<file path="src/rtl/dice_face_rx.sv">
// Receive side of the die counter: classifies face steps, drives pips, and hands out settled faces.
// Define DICE_FACE_RX_SUM_EN to add the roll_sum/roll_cnt accumulators.
module dice_face_rx #(
  parameter int STABLE_CYCLES = 4,
  parameter int RUN_W         = 4
) (
  input  logic             clock,
  input  logic             reset_n,
  input  logic [2:0]       face,
  input  logic             ack,
  output logic [6:0]       pips,
  output logic [1:0]       dir,
  output logic [RUN_W-1:0] run_len,
  output logic [2:0]       result,
  output logic             result_valid,
`ifdef DICE_FACE_RX_SUM_EN
  output logic [7:0]       roll_sum,
  output logic [7:0]       roll_cnt,
`endif
  output logic             err
);

  typedef enum logic [2:0] {S_IDLE, S_TRACK, S_HOLD, S_REARM, S_FAULT} state_t;
  typedef enum logic [2:0] {C_HOLD, C_UP, C_DOWN, C_JUMP, C_ILL} cls_t;

  localparam logic [3:0] STABLE_MAX = 4'(STABLE_CYCLES);

  state_t           state_q, state_d;
  cls_t             last_cls_q, cls;
  logic [2:0]       prev_face_q, result_q, result_d;
  logic [6:0]       pips_q, pips_d;
  logic [1:0]       dir_q, dir_d;
  logic [RUN_W-1:0] run_len_q, run_len_d, run_inc;
  logic [3:0]       stable_cnt_q, stable_cnt_d;
  logic             result_valid_q, result_valid_d, err_q, err_d;
  logic             face_legal, prev_legal, fault_ev, step_ev, settled, accept;
  logic [2:0]       next_up, next_dn;

  always_comb begin
    face_legal = (face != 3'd0) && (face != 3'd7);
    prev_legal = (prev_face_q != 3'd0) && (prev_face_q != 3'd7);
    next_up    = (prev_face_q == 3'd6) ? 3'd1 : prev_face_q + 3'd1;
    next_dn    = (prev_face_q == 3'd1) ? 3'd6 : prev_face_q - 3'd1;
    // Up/down only make sense from a legal previous face; anything else is a jump.
    if (!face_legal)                          cls = C_ILL;
    else if (face == prev_face_q)             cls = C_HOLD;
    else if (prev_legal && face == next_up)   cls = C_UP;
    else if (prev_legal && face == next_dn)   cls = C_DOWN;
    else                                      cls = C_JUMP;
  end

  always_comb begin
    case (face)
      3'd1:    pips_d = 7'b0001000;
      3'd2:    pips_d = 7'b1000001;
      3'd3:    pips_d = 7'b1001001;
      3'd4:    pips_d = 7'b1100011;
      3'd5:    pips_d = 7'b1101011;
      3'd6:    pips_d = 7'b1110111;
      default: pips_d = 7'b0000000;
    endcase
  end

  always_comb begin
    run_inc = (run_len_q == {RUN_W{1'b1}}) ? run_len_q : run_len_q + RUN_W'(1);
    case (cls)
      C_UP:    run_len_d = (last_cls_q == C_UP)   ? run_inc : RUN_W'(1);
      C_DOWN:  run_len_d = (last_cls_q == C_DOWN) ? run_inc : RUN_W'(1);
      default: run_len_d = '0;
    endcase
    if (cls == C_HOLD)
      stable_cnt_d = (stable_cnt_q >= STABLE_MAX) ? STABLE_MAX : stable_cnt_q + 4'd1;
    else
      stable_cnt_d = 4'd0;
    fault_ev = (cls == C_JUMP) || (cls == C_ILL);
    step_ev  = (cls == C_UP) || (cls == C_DOWN);
    settled  = (stable_cnt_d == STABLE_MAX);
  end

  always_comb begin
    state_d        = state_q;
    result_d       = result_q;
    result_valid_d = result_valid_q;
    err_d          = err_q;
    accept         = 1'b0;
    case (cls)
      C_HOLD:  dir_d = 2'b00;
      C_UP:    dir_d = 2'b01;
      C_DOWN:  dir_d = 2'b10;
      default: dir_d = 2'b11;
    endcase
    case (state_q)
      S_IDLE: begin
        dir_d = 2'b00;
        if (face_legal) state_d = S_TRACK;
      end
      S_TRACK: begin
        if (fault_ev) begin
          state_d = S_FAULT;
          err_d   = 1'b1;
        end else if (settled) begin
          state_d        = S_HOLD;
          result_d       = face;
          result_valid_d = 1'b1;
        end
      end
      S_HOLD: begin
        // A fault in the same cycle as ack wins; the result is not consumed.
        if (fault_ev) begin
          state_d        = S_FAULT;
          err_d          = 1'b1;
          result_valid_d = 1'b0;
        end else if (ack) begin
          state_d        = S_REARM;
          result_valid_d = 1'b0;
          accept         = 1'b1;
        end
      end
      S_REARM: begin
        if (fault_ev) begin
          state_d = S_FAULT;
          err_d   = 1'b1;
        end else if (step_ev) begin
          state_d = S_TRACK;
        end
      end
      S_FAULT: begin
        if (settled && ack) begin
          state_d = S_REARM;
          err_d   = 1'b0;
        end
      end
      default: state_d = S_IDLE;
    endcase
  end

  always_ff @(posedge clock or negedge reset_n) begin
    if (!reset_n) begin
      state_q        <= S_IDLE;
      last_cls_q     <= C_HOLD;
      prev_face_q    <= 3'd0;
      pips_q         <= 7'd0;
      dir_q          <= 2'b00;
      run_len_q      <= '0;
      stable_cnt_q   <= 4'd0;
      result_q       <= 3'd0;
      result_valid_q <= 1'b0;
      err_q          <= 1'b0;
    end else begin
      state_q        <= state_d;
      last_cls_q     <= cls;
      prev_face_q    <= face;
      pips_q         <= pips_d;
      dir_q          <= dir_d;
      run_len_q      <= run_len_d;
      stable_cnt_q   <= stable_cnt_d;
      result_q       <= result_d;
      result_valid_q <= result_valid_d;
      err_q          <= err_d;
    end
  end

`ifdef DICE_FACE_RX_SUM_EN
  logic [7:0] roll_sum_q, roll_sum_d, roll_cnt_q, roll_cnt_d;
  logic [8:0] sum_wide;

  always_comb begin
    sum_wide   = {1'b0, roll_sum_q} + {6'd0, result_q};
    roll_sum_d = roll_sum_q;
    roll_cnt_d = roll_cnt_q;
    if (accept) begin
      roll_sum_d = sum_wide[8] ? 8'hFF : sum_wide[7:0];
      roll_cnt_d = (roll_cnt_q == 8'hFF) ? roll_cnt_q : roll_cnt_q + 8'd1;
    end
  end

  always_ff @(posedge clock or negedge reset_n) begin
    if (!reset_n) begin
      roll_sum_q <= 8'd0;
      roll_cnt_q <= 8'd0;
    end else begin
      roll_sum_q <= roll_sum_d;
      roll_cnt_q <= roll_cnt_d;
    end
  end

  assign roll_sum = roll_sum_q;
  assign roll_cnt = roll_cnt_q;
`endif

  assign pips         = pips_q;
  assign dir          = dir_q;
  assign run_len      = run_len_q;
  assign result       = result_q;
  assign result_valid = result_valid_q;
  assign err          = err_q;

endmodule

</file>
<file path="config.mk">
export PLATFORM = sky130hd
export DESIGN_NAME = dice_face_rx
export DESIGN_NICKNAME = d
export VERILOG_FILES = /design/src/rtl/dice_face_rx.sv
export SDC_FILE = /design/constraint.sdc
export NUM_CORES = 1
export LEC_CHECK = 0
export ABC_AREA = 1
export BUFFER_PORTS_ARGS = -buffer_cell sky130_fd_sc_hd__buf_2
export CAP_MARGIN = 5
export CORE_ASPECT_RATIO = 1.2
export CORE_MARGIN = 1
export CORE_UTILIZATION = 30
export CTS_CLUSTER_DIAMETER = 30
export CTS_CLUSTER_SIZE = 40
export DETAILED_ROUTE_END_ITERATION = 8
export GPL_ROUTABILITY_DRIVEN = 0
export PLACE_DENSITY_LB_ADDON = 0.12
export SYNTH_ARGS = -nofsm -noshare
export SYNTH_HDL_FRONTEND = slang
export SYNTH_SLANG_ARGS = --single-unit
</file>
<file path="constraint.sdc">
create_clock -name clock -period 1.8 [get_ports clock]
set_input_delay 0.09 -clock clock [delete_from_list [all_inputs] [get_ports clock]]
set_output_delay 0.09 -clock clock [all_outputs]
set_load 0.1 [all_outputs]
</file>
## After elaboration in Yosys (flattened, before gate mapping)

Index checks and enable logic that the tools add are counted.

| word-level totals | value |
|---|---|
| register bits after elaboration | 31 |
| output and inout port bits | 18 |
| word-level logic and storage cells | 99 |
| input port bits | 6 |

| cells by class | value |
|---|---|
| order comparisons | 1 |
| bitwise logic cells | 1 |
| reduce and logical (&&, ||, !) cells | 18 |
| $add $sub $neg | 4 |
| multiplexer cells | 32 |
| equality and inequality tests | 33 |

Operator list:

| kind | count |
|---|---|
| $pmux W7 S6 | 1 |
| $mux W3 | 11 |
| $eq A3 B2 Y1 const B | 7 |
| $mux W4 | 5 |
| $eq A3 B3 Y1 const B | 6 |
| $eq A3 B1 Y1 const B | 5 |
| $ne A3 B3 Y1 const B | 5 |
| $pmux W3 S5 | 1 |
| $eq A3 B3 Y1 | 3 |
| $add A4 B1 Y4 const B | 2 |
| $ne A2 B2 Y1 const B | 4 |
| $pmux W4 S2 | 1 |
| $mux W1 | 7 |
| $logic_not A3 Y1 | 2 |
| $mux W2 | 3 |
| $pmux W2 S3 | 1 |
| $reduce_and A3 Y1 | 2 |
| $reduce_bool A3 Y1 | 2 |
| $logic_and A1 B1 Y1 | 5 |
| $reduce_and A5 Y1 | 1 |
| $eq A4 B3 Y1 const B | 1 |
| $eq A4 B4 Y1 const B | 1 |
| $ge A4 B3 Y1 const B | 1 |
| $pmux W1 S2 | 2 |
| other kinds (8) | 10 |

## Longest topological paths before layout

Gate-level depths: netlist (run 1).

| depth | value |
|---|---|
| depth after elaboration | 14 |
| mapped depth | 15 |

## Least setup slack after synthesis (run 1)

Ideal clock, no wire load.

| timing | value |
|---|---|
| kind | flip-flop to flip-flop |
| start point | register run_len_q[0], in the netlist run_len[0] |
| end point | register run_len_q[0], in the netlist run_len[0] |
| cell stages (with the launch flop) | 8 |
| library setup time | 131 ps |
| arrival time | 1,949 ps |
| setup slack | -280 ps |
| required time | 1,669 ps |
| clock period less this slack | 2,080 ps |
| path through | dfrtp_1 -> ha_1 -> nand2_1 -> inv_1 -> nand2_1 -> xor2_1 -> nor4_1 -> o21ai_0 |

| between the ends | value |
|---|---|
| word-level cells in the longest chain between the ends | 4 |

Ends and longest elaborated chain:

| what | line | RTL |
|---|---|---|
| start: declaration | 33 | `logic [RUN_W-1:0] run_len_q, run_len_d, run_inc;` |
| start signal: assignment | 155 | `run_len_q <= run_len_d;` |
| $add A4 B1 Y4 / $eq A4 B4 Y1 (equally long branches) | 65 | `run_inc = (run_len_q == {RUN_W{1'b1}}) ? run_len_q : run_len_q + RUN_W'(1);` |
| $mux W4 (*) | 65 |  |
| $mux W4, on equally long branches | 68, 67 |  |
| $pmux W4 S2 (*) | 66 | `case (cls)` |
| via run_len_d[0] | 33 |  |

Mark *: on every way through the listed nets, which the timed path passes. The rest lies on a longest branch.
A chain may end at the register's enable or synchronous reset.

## Final worst setup path (run 1)

| timing | value |
|---|---|
| start point | register prev_face_q[1] |
| end point | register run_len_q[2], in the netlist run_len[2] |

| between the ends | value |
|---|---|
| word-level cells in the longest chain between the ends | 10 |

Ends and longest elaborated chain:

| what | line | RTL |
|---|---|---|
| start: declaration | 30 | `logic [2:0] prev_face_q, result_q, result_d;` |
| start signal: assignment | 141 | `prev_face_q <= 3'd0;` |
| start signal: assignment | 152 | `prev_face_q <= face;` |
| $sub A3 B1 Y3 / $eq A3 B1 Y1 (equally long branches) | 43 | `next_dn = (prev_face_q == 3'd1) ? 3'd6 : prev_face_q - 3'd1;` |
| $mux W3 | 43 |  |
| $eq A3 B3 Y1 | 48 | `else if (prev_legal && face == next_dn) cls = C_DOWN;` |
| $logic_and A1 B1 Y1 | 48 |  |
| $mux W1 | 48 |  |
| $mux W2 | 47 | `else if (prev_legal && face == next_up) cls = C_UP;` |
| $mux W2 (*) | 46 | `else if (face == prev_face_q) cls = C_HOLD;` |
| $mux W3 (*) | 45 | `if (!face_legal) cls = C_ILL;` |
| $eq A3 B2 Y1 / $eq A3 B1 Y1 (equally long branches) | 66 |  |
| $pmux W4 S2 (*) | 66 |  |
| via run_len_d[2] | 33 |  |

Marked as above.

==> results of run 1 <==
-- cell type report --
cell class / instances / share of cell area
clock buffer: 4 / 0.0216
inverter: 31 / 0.0594
multi-input combinational: 132 / 0.442
sequential: 28 / 0.339
tap: 62 / 0.0372
timing repair buffer: 35 / 0.101
-- layer usage --
metal / share of wire / vias up / wire [microns]
met1: 0.43 / 653 / 1510
met4: 0.023 / 0 / 81
li1: - / 683 / -
met5: 0 / - / 0
met3: 0.025 / 6 / 90
met2: 0.53 / 17 / 1860
-- worst max-delay path, cell delays in order (launching register included) --
cell	delay, ns
sky130_fd_sc_hd__dfrtp_2	0.47
sky130_fd_sc_hd__ha_2	0.20
sky130_fd_sc_hd__nand2_2	0.10
sky130_fd_sc_hd__nand2_1	0.09
sky130_fd_sc_hd__nor2_1	0.09
sky130_fd_sc_hd__nand2_1	0.07
sky130_fd_sc_hd__nor2_2	0.12
sky130_fd_sc_hd__nand2_2	0.11
sky130_fd_sc_hd__nor2_2	0.12
sky130_fd_sc_hd__nand2_1	0.14
sky130_fd_sc_hd__a211oi_2	0.23
-- worst max path at each step --
stage                    from         end  slack (ns)  depth (start not counted)
2_1_floorplan      run_len[3]  run_len[0]        0.04                          4
3_3_place_gp   prev_face_q[0]  run_len[2]       -0.14                         13
3_5_place_dp   prev_face_q[0]  run_len[2]       -0.15                         13
4_1_cts        prev_face_q[1]  state_q[1]       -0.02                         13
5_1_grt        prev_face_q[0]  state_q[1]       -0.18                         12
6_report       prev_face_q[1]  run_len[2]       -0.02                         10
-- cell usage after synthesis (2+ instances only) --
cell	count	share of area
sky130_fd_sc_hd__a21oi_1	3	0.0092
sky130_fd_sc_hd__a21oi_2	2	0.011
sky130_fd_sc_hd__a21oi_4	2	0.020
sky130_fd_sc_hd__buf_4	3	0.014
sky130_fd_sc_hd__dfrtp_1	28	0.43
sky130_fd_sc_hd__ha_1	6	0.046
sky130_fd_sc_hd__inv_1	23	0.053
sky130_fd_sc_hd__inv_2	5	0.012
sky130_fd_sc_hd__inv_4	2	0.0077
sky130_fd_sc_hd__nand2_1	46	0.11
sky130_fd_sc_hd__nand2_2	2	0.0077
sky130_fd_sc_hd__nand2_4	2	0.014
sky130_fd_sc_hd__nand3_1	9	0.028
sky130_fd_sc_hd__nand3_2	3	0.018
sky130_fd_sc_hd__nand4_1	4	0.015
sky130_fd_sc_hd__nand4_2	2	0.015
sky130_fd_sc_hd__nor2_1	16	0.037
sky130_fd_sc_hd__nor2_2	6	0.023
sky130_fd_sc_hd__nor3_1	5	0.015
sky130_fd_sc_hd__o21ai_0	3	0.0092
sky130_fd_sc_hd__o21ai_1	3	0.0092
sky130_fd_sc_hd__o21bai_1	2	0.0092
sky130_fd_sc_hd__or2_2	2	0.0077
sky130_fd_sc_hd__xor2_1	2	0.011
-- sequential cells by signal, summed over array words and instances (netlist names) --
register and flops:
state_q 3, result 3, pips 4, prev_face_q 3, last_cls_q 3, run_len 4, result_valid 1, stable_cnt_q 4
dir 2, err 1
-- what timing repair did --
action	4_1_cts	5_1_grt
endpoints found under the setup margin	9	14
setup buffers	6	3
gates resized for setup	18	21
cloned	0	0
pin swaps	9	8
hold buffers	1	0
endpoints found under the hold margin	28	0
-- cells by family (layout without fill, tap and decap cells) --
kind of cell             Yosys count  count (layout)  share of synthesized area
AND/OR/NAND/NOR                  100             100                      0.309
multiplexers                       1               1                    0.00614
flip-flops                        28              28                      0.430
adder cells (fa/ha/maj)            6               6                     0.0461
buffers and inverters             34              70                     0.0883
other                              1               1                    0.00230
AO/OA/AOI/OAI                     21              21                      0.102
XOR/XNOR                           3               3                     0.0161
-- report_power, final --
part	switching (mW)	leakage [nW]	total, mW	internal, mW
Combinational	0.937	0.679	1.21	0.272
Sequential	0.0729	0.345	0.818	0.746
Clock	0.202	0.0228	0.361	0.159
Total	1.21	1.05	2.39	1.18
==> key figures, run 1 <==
Run status
  – Run status: finished with violations
  – Violated checks: negative setup slack

Global route
  – Gr ovfl total: 0
  – Global-route wire length before repair: 5820 microns
  – Overall fraction of global-route tracks in use: 0.129
  – Pin count of the biggest net entering global routing: 29
  – Met3 demand-to-capacity share in global routing: 0.0206
  – Number of antenna violations at the first check in global routing: 0
  – Met1 global-route usage: 0.143
  – Via count of the first global-routing pass: 1,295
  – GRT met2 Usage: 0.244
  – Grt peak-use layer: met2

Critical path
  – Reg-to-reg endpoint: run_len[2]
  – Critical path fanouts, max: 4
  – Crit Path Class: reg2reg
  – Startpoint of the worst register-to-register path: prev_face_q[1]
  – Crit path launch type: flop
  – Sort of element at the end of the critical path: flop
  – R2R Setup Slk: -0.02 ns
  – Worst Path Required: 1.99 ns
  – Crit path arrival time: 2.02 ns
  – R2R depth: 10

Floorplan
  – Core Box Area: 5260 sq um
  – Effective utilization at floorplan: 0.310
  – Rows: 29
  – Floorplan die area: 5730 sq um
  – Floorplan die height: 82.7 microns
  – Io pins: 24
  – Horiz. Die Dim: 69.3 microns

Power
  – Static leakage: 1.05 nW
  – Total power density per cell area: 1140 nW/um^2
  – Total power draw: 2.39 mW
  – Max VDD drop: 0.409 mV

Synthesis
  – Count of different cell masters after synthesis: 37
  – Proportion of synthesized flip-flops having asynchronous set or reset: 1.00
  – Net Count, Synth: 206
  – Average cell area after synthesis: 8.40 sq um
  – Synthesized instance count: 194
  – Share of synthesized area occupied by flip-flops and latches: 0.430
  – Yosys warns: 0
  – Most common flop cell mapped by yosys: sky130_fd_sc_hd__dfrtp_1
  – Synth Cell Area: 1630 sq um
  – Post-synthesis register bit count: 28
  – Number of flops mapped to enable cells by yosys: 0

Final layout
  – Finished Layout Cells: 292
  – Finished layout cell area: 2090 sq um
  – Number of filler cells placed in the layout: 522
  – Area of combinational cells with multiple inputs: 922 sq um
  – Storage cell area: 707 sq um
  – Antenna fix cells: 0
  – Final layout net count: 243
  – Final core utilization: 0.397
  – Growth of design area from synthesis to finish: 28.1%
  – Commonest non-fill, non-tap cell in the layout: sky130_fd_sc_hd__nand2_1
  – Commonest non-fill, non-tap cells in the layout: sky130_fd_sc_hd__nand2_1, sky130_fd_sc_hd__dfrtp_1, sky130_fd_sc_hd__buf_2, sky130_fd_sc_hd__inv_1, sky130_fd_sc_hd__nor2_1
  – Fraction of layout instances using a drive strength above 1: 0.439

Job
  – Max-Cap Viols: 0

Clock tree
  – TritonCTS sink count: 28
  – Clock latency on the worst-skew pair: 0.28 ns
  – Master cell of the clock root buffer: sky130_fd_sc_hd__clkbuf_8
  – Maximum level of the CTS H-tree: 1
  – Number of CTS-inserted buffers: 3
  – Clock tree from TritonCTS: done
  – Bufs on Longest Clock Path: 2
  – Clock transition at path regs: 0.10 ns

Timing
  – Transition at the pin with the smallest max-transition slack: 0.656 ns
  – Final worst path period need: 1.82 ns
  – Final Skew: 0.00366 ns
  – PnR worst setup slack: -0.0231 ns
  – Final total negative setup slack: -0.0663 ns
  – Period Utilization, post-route: 1.01
  – Endpoints failing setup: 3
  – Setup repair after global routing missed its margin: true
  – Slew Limit Fails: 0
  – Slew margin rel.: 0.563
  – Tightest hold margin: 0.0298 ns
  – F_max: 549 MHz
  – Final hold vios: 0

Place
  – Buffers added on ports: 23
  – Placed Cells: 278
  – HPWL after detailed placement: 2570 microns
  – Placed Instance Area: 1820 sq um
  – Setup WS pre-CTS: -0.153 ns

Routing
  – Post-route antenna net violation count: 0
  – Remaining routing DRC violations: 0
  – Number of violations reported at the end of detailed-routing iteration 0: 62
  – First-pass DRT Iterations: 6
  – Post-detailed-route wirelength per cell: 12.2 microns
  – Routed via count divided by cell count: 4.65
  – Total vias in the final route: 1,359
  – Routed wire length: 3550 microns

Hold path
  – Hold path startpoint: face[1]
  – Class of the tightest hold or removal check: in2reg
  – Worst hold path depth: 1
  – End point of the worst hold path: prev_face_q[1]
Power figures use the tool's default switching activity.
==> inputs of run 2 (changes only) <==
--- a/config.mk
+++ b/config.mk
@@ -5,7 +5,7 @@
 export SDC_FILE = /design/constraint.sdc
 export NUM_CORES = 1
 export LEC_CHECK = 0
-export ABC_AREA = 1
+export ABC_AREA = 0
 export BUFFER_PORTS_ARGS = -buffer_cell sky130_fd_sc_hd__buf_2
 export CAP_MARGIN = 5
 export CORE_ASPECT_RATIO = 1.2
==> key figures, run 2 <==
Routing
  – Met3 wire length: 86 microns (-4.4%)
  – Remaining routing DRC violations: 0 (unchanged)
  – Total vias in the final route: 1,575 (+16%)
  – Total met2 wirelength after detailed routing: 2290 microns (+23%)
  – First-pass DRT Iterations: 4 (-2)
  – Post-route antenna net violation count: 0 (unchanged)
  – Number of violations reported at the end of detailed-routing iteration 0: 56 (-9.7%)
  – Post-route met1 wirelength: 1940 microns (+29%)
  – Routed wire length: 4360 microns (+23%)
  – Top Metal Used: met4
  – Routed via count divided by cell count: 5.08 (+9.2%)
  – Post-detailed-route wirelength per cell: 14.1 microns (+16%)

Global route
  – Overall fraction of global-route tracks in use: 0.151 (+0.0217)
  – Pin count of the biggest net entering global routing: 29 (unchanged)
  – Via count of the first global-routing pass: 1,595 (+23%)
  – Gr ovfl total: 0 (unchanged)
  – Global-route wire length before repair: 7160 microns (+23%)
  – Number of antenna violations at the first check in global routing: 0 (unchanged)

Synthesis
  – Number of flops mapped to enable cells by yosys: 0 (unchanged)
  – Count of different cell masters after synthesis: 54 (+46%)
  – Most common cell in the netlist: sky130_fd_sc_hd__dfrtp_1
  – Proportion of synthesized flip-flops having asynchronous set or reset: 1.00 (unchanged)
  – Net Count, Synth: 192 (-6.8%)
  – Most frequent cells after synthesis: sky130_fd_sc_hd__dfrtp_1, sky130_fd_sc_hd__nor2_1, sky130_fd_sc_hd__nand2_1, sky130_fd_sc_hd__a21oi_1, sky130_fd_sc_hd__o21ai_0
  – Ranking of synthesized cells by area: sky130_fd_sc_hd__dfrtp_1, sky130_fd_sc_hd__ha_1, sky130_fd_sc_hd__nor2_1, sky130_fd_sc_hd__nand2_1, sky130_fd_sc_hd__a21oi_1
  – Area share of the largest cell type after synthesis: 0.422 (-0.00842)
  – Synthesized instance count: 180 (-7.2%)
  – Average cell area after synthesis: 9.23 sq um (+9.9%)
  – Synth Cell Area: 1660 sq um (+2.0%)
  – Yosys warns: 0 (unchanged)
  – Post-synthesis register bit count: 28 (unchanged)
  – Share of synthesized area occupied by flip-flops and latches: 0.422 (-0.00842)
  – Largest area contributor in the netlist: sky130_fd_sc_hd__dfrtp_1
  – Most common flop cell mapped by yosys: sky130_fd_sc_hd__dfrtp_1

Critical path
  – Startpoint of the worst register-to-register path: prev_face_q[0]
  – R2R Setup Slk: -0.67 ns (-0.65 ns)
  – Reg-to-reg endpoint: state_q[1]
  – Chain of cells forming the critical path: inv_4, ha_4, nor2b_4, o32a_1, a2111o_1, buf_4, a21o_4, o31a_1, o22a_1
  – Buffering stage count on the worst path with inverters included: 2 (+2)
  – Worst Path Required: 1.98 ns (about the same)
  – Sort of element at the end of the critical path: flop
  – Crit path launch type: flop
  – Number of cells on the critical path: 9 (-1)
  – Startpoint of the worst setup timing path: prev_face_q[0]
  – R2R depth: 9 (-1)
  – Critical path fanouts, max: 5 (+1)
  – Highest cell delay on the worst timing path: 0.48 ns (about the same)
  – CP max-delay cell: sky130_fd_sc_hd__dfrtp_2
  – Endpoint of the most critical setup path: state_q[1]
  – Crit-path leading delay family: compound AO/OA/AOI/OAI gates
  – Crit path arrival time: 2.65 ns (+0.63 ns)
  – Crit Path Class: reg2reg

Final layout
  – Growth of design area from synthesis to finish: 51.4%
  – Commonest non-fill, non-tap cells in the layout: sky130_fd_sc_hd__buf_4, sky130_fd_sc_hd__dfrtp_1, sky130_fd_sc_hd__buf_2, sky130_fd_sc_hd__nor2_1
  – Fraction of layout instances using a drive strength above 1: 0.472 (+0.0326)
  – Antenna fix cells: 0 (unchanged)
  – Final layout net count: 261 (+7.4%)
  – Final core utilization: 0.475 (+0.0783)
  – Number of filler cells placed in the layout: 523 (+0.19%)
  – Commonest non-fill, non-tap cell in the layout: sky130_fd_sc_hd__buf_4

Run status
  – Violated checks: negative setup slack
  – Run status: finished with violations

Floorplan
  – Effective utilization at floorplan: 0.314 (+0.00402)
  – Floorplan die area: 5840 sq um (+1.9%)
  – Horiz. Die Dim: 69.9 microns (+0.96%)
  – Floorplan die height: 83.5 microns (+0.97%)
  – Io pins: 24 (unchanged)
  – Core Box Area: 5300 sq um (+0.69%)
  – Rows: 29 (unchanged)

Clock tree
  – Number of CTS-inserted buffers: 3 (unchanged)
  – Maximum level of the CTS H-tree: 1 (unchanged)
  – Clock tree from TritonCTS: done
  – Bufs on Longest Clock Path: 2 (unchanged)
  – TritonCTS sink count: 28 (unchanged)
  – Master cell of the clock root buffer: sky130_fd_sc_hd__clkbuf_8
  – Clock latency on the worst-skew pair: 0.27 ns (about the same)
  – Clock transition at path regs: 0.10 ns (about the same)

Timing
  – Final total negative setup slack: -7.36 ns (-7.30 ns)
  – Endpoints failing setup: 19 (+16)
  – Setup repair after global routing missed its margin: true
  – Slew margin rel.: 0.548 (-0.0147)
  – Final hold vios: 0 (unchanged)
  – Final worst path period need: 2.47 ns (+0.651 ns)
  – Transition at the pin with the smallest max-transition slack: 0.678 ns (+0.0220 ns)
  – F_max: 404 MHz (-26%)
  – Slew Limit Fails: 0 (unchanged)
  – Tightest hold margin: 0.0479 ns (+0.0181 ns)
  – PnR worst setup slack: -0.674 ns (-0.651 ns)
  – Final Skew: 0.00392 ns (+0.000265 ns)
  – Period Utilization, post-route: 1.37 (+0.362)

Place
  – HPWL after detailed placement: 3040 microns (+19%)
  – Buffers added on ports: 23 (unchanged)

Power
  – Max VDD drop: 0.709 mV (+73%)
  – Total power density per cell area: 1110 nW/um^2 (-3.4%)
  – Static leakage: 1.16 nW (+11%)

Job
  – Max-Cap Viols: 0 (unchanged)

Hold path
  – Class of the tightest hold or removal check: in2reg
[run 2: kinds of logic (layout without fill, tap and decap cells)]
kind of cell             after synthesis  count (layout)  share of synthesized area
other                                  1               1                    0.00226
buffers and inverters                 20              88                     0.0565
adder cells (fa/ha/maj)                6               6                     0.0452
XOR/XNOR                               7               7                     0.0369
AO/OA/AOI/OAI                         47              47                      0.202
multiplexers                           4               4                     0.0264
flip-flops                            28              28                      0.422
AND/OR/NAND/NOR                       67              67                      0.209
[run 2: final cells by class]
class / count / area (sq um) / share of cell area
Sequential cell: 28 / 707 / 0.281
Clock inverter: 1 / 30.0 / 0.0119
Multi-Input combinational cell: 132 / 1040 / 0.414
Tap cell: 62 / 77.6 / 0.0308
Inverter: 8 / 35.0 / 0.0139
Clock buffer: 3 / 41.3 / 0.0164
Timing Repair Buffer: 76 / 583 / 0.232
[run 2: layer usage]
metal | track usage | up-vias
met5 | 0 | -
met4 | 0.0491 | 0
met3 | 0.0169 | 4
met2 | 0.267 | 20
met1 | 0.189 | 767
li1 | - | 784
[run 2: worst min-delay path by stage]
stage,start,end,slack (ns),cells past startpoint
floorplan,reset_n,dir[0],-0.21,0
global placement,reset_n,prev_face_q[2],0.16,1
detailed placement,reset_n,pips[4],0.18,1
CTS,face[2],prev_face_q[2],0.03,1
global route,face[2],prev_face_q[2],0.03,1
finish,face[2],prev_face_q[2],0.05,1
[run 2: what timing repair did]
action                                 CTS  global route
setup endpoints to repair               16            19
buffers inserted                        11             2
pin swaps                                9             6
resized for setup                       32            18
endpoints found under the hold margin   29             0
hold buffers                             2             0
cloned                                   0             0
[run 2: power by group]
part	internal [mW]	switching (mW)	leakage [nW]
sequential	0.751	0.100	0.343
clock	0.298	0.209	0.0357
combinational	0.441	0.984	0.778
[run 2: stage by stage]
step / setup slack, ns / std cells / instance area (sq um) / total power, mW
final: -0.674 / 310 / 2520 / 2.78
after global routing: -0.812 / 310 / 2520 / 2.93
after CTS: -0.691 / 309 / 2430 / 2.77
after detailed placement: -0.737 / 292 / 2100 / 2.16
after global placement: -0.682 / 292 / 2100 / 2.15
after floorplan: -0.670 / 180 / 1690 / 1.85
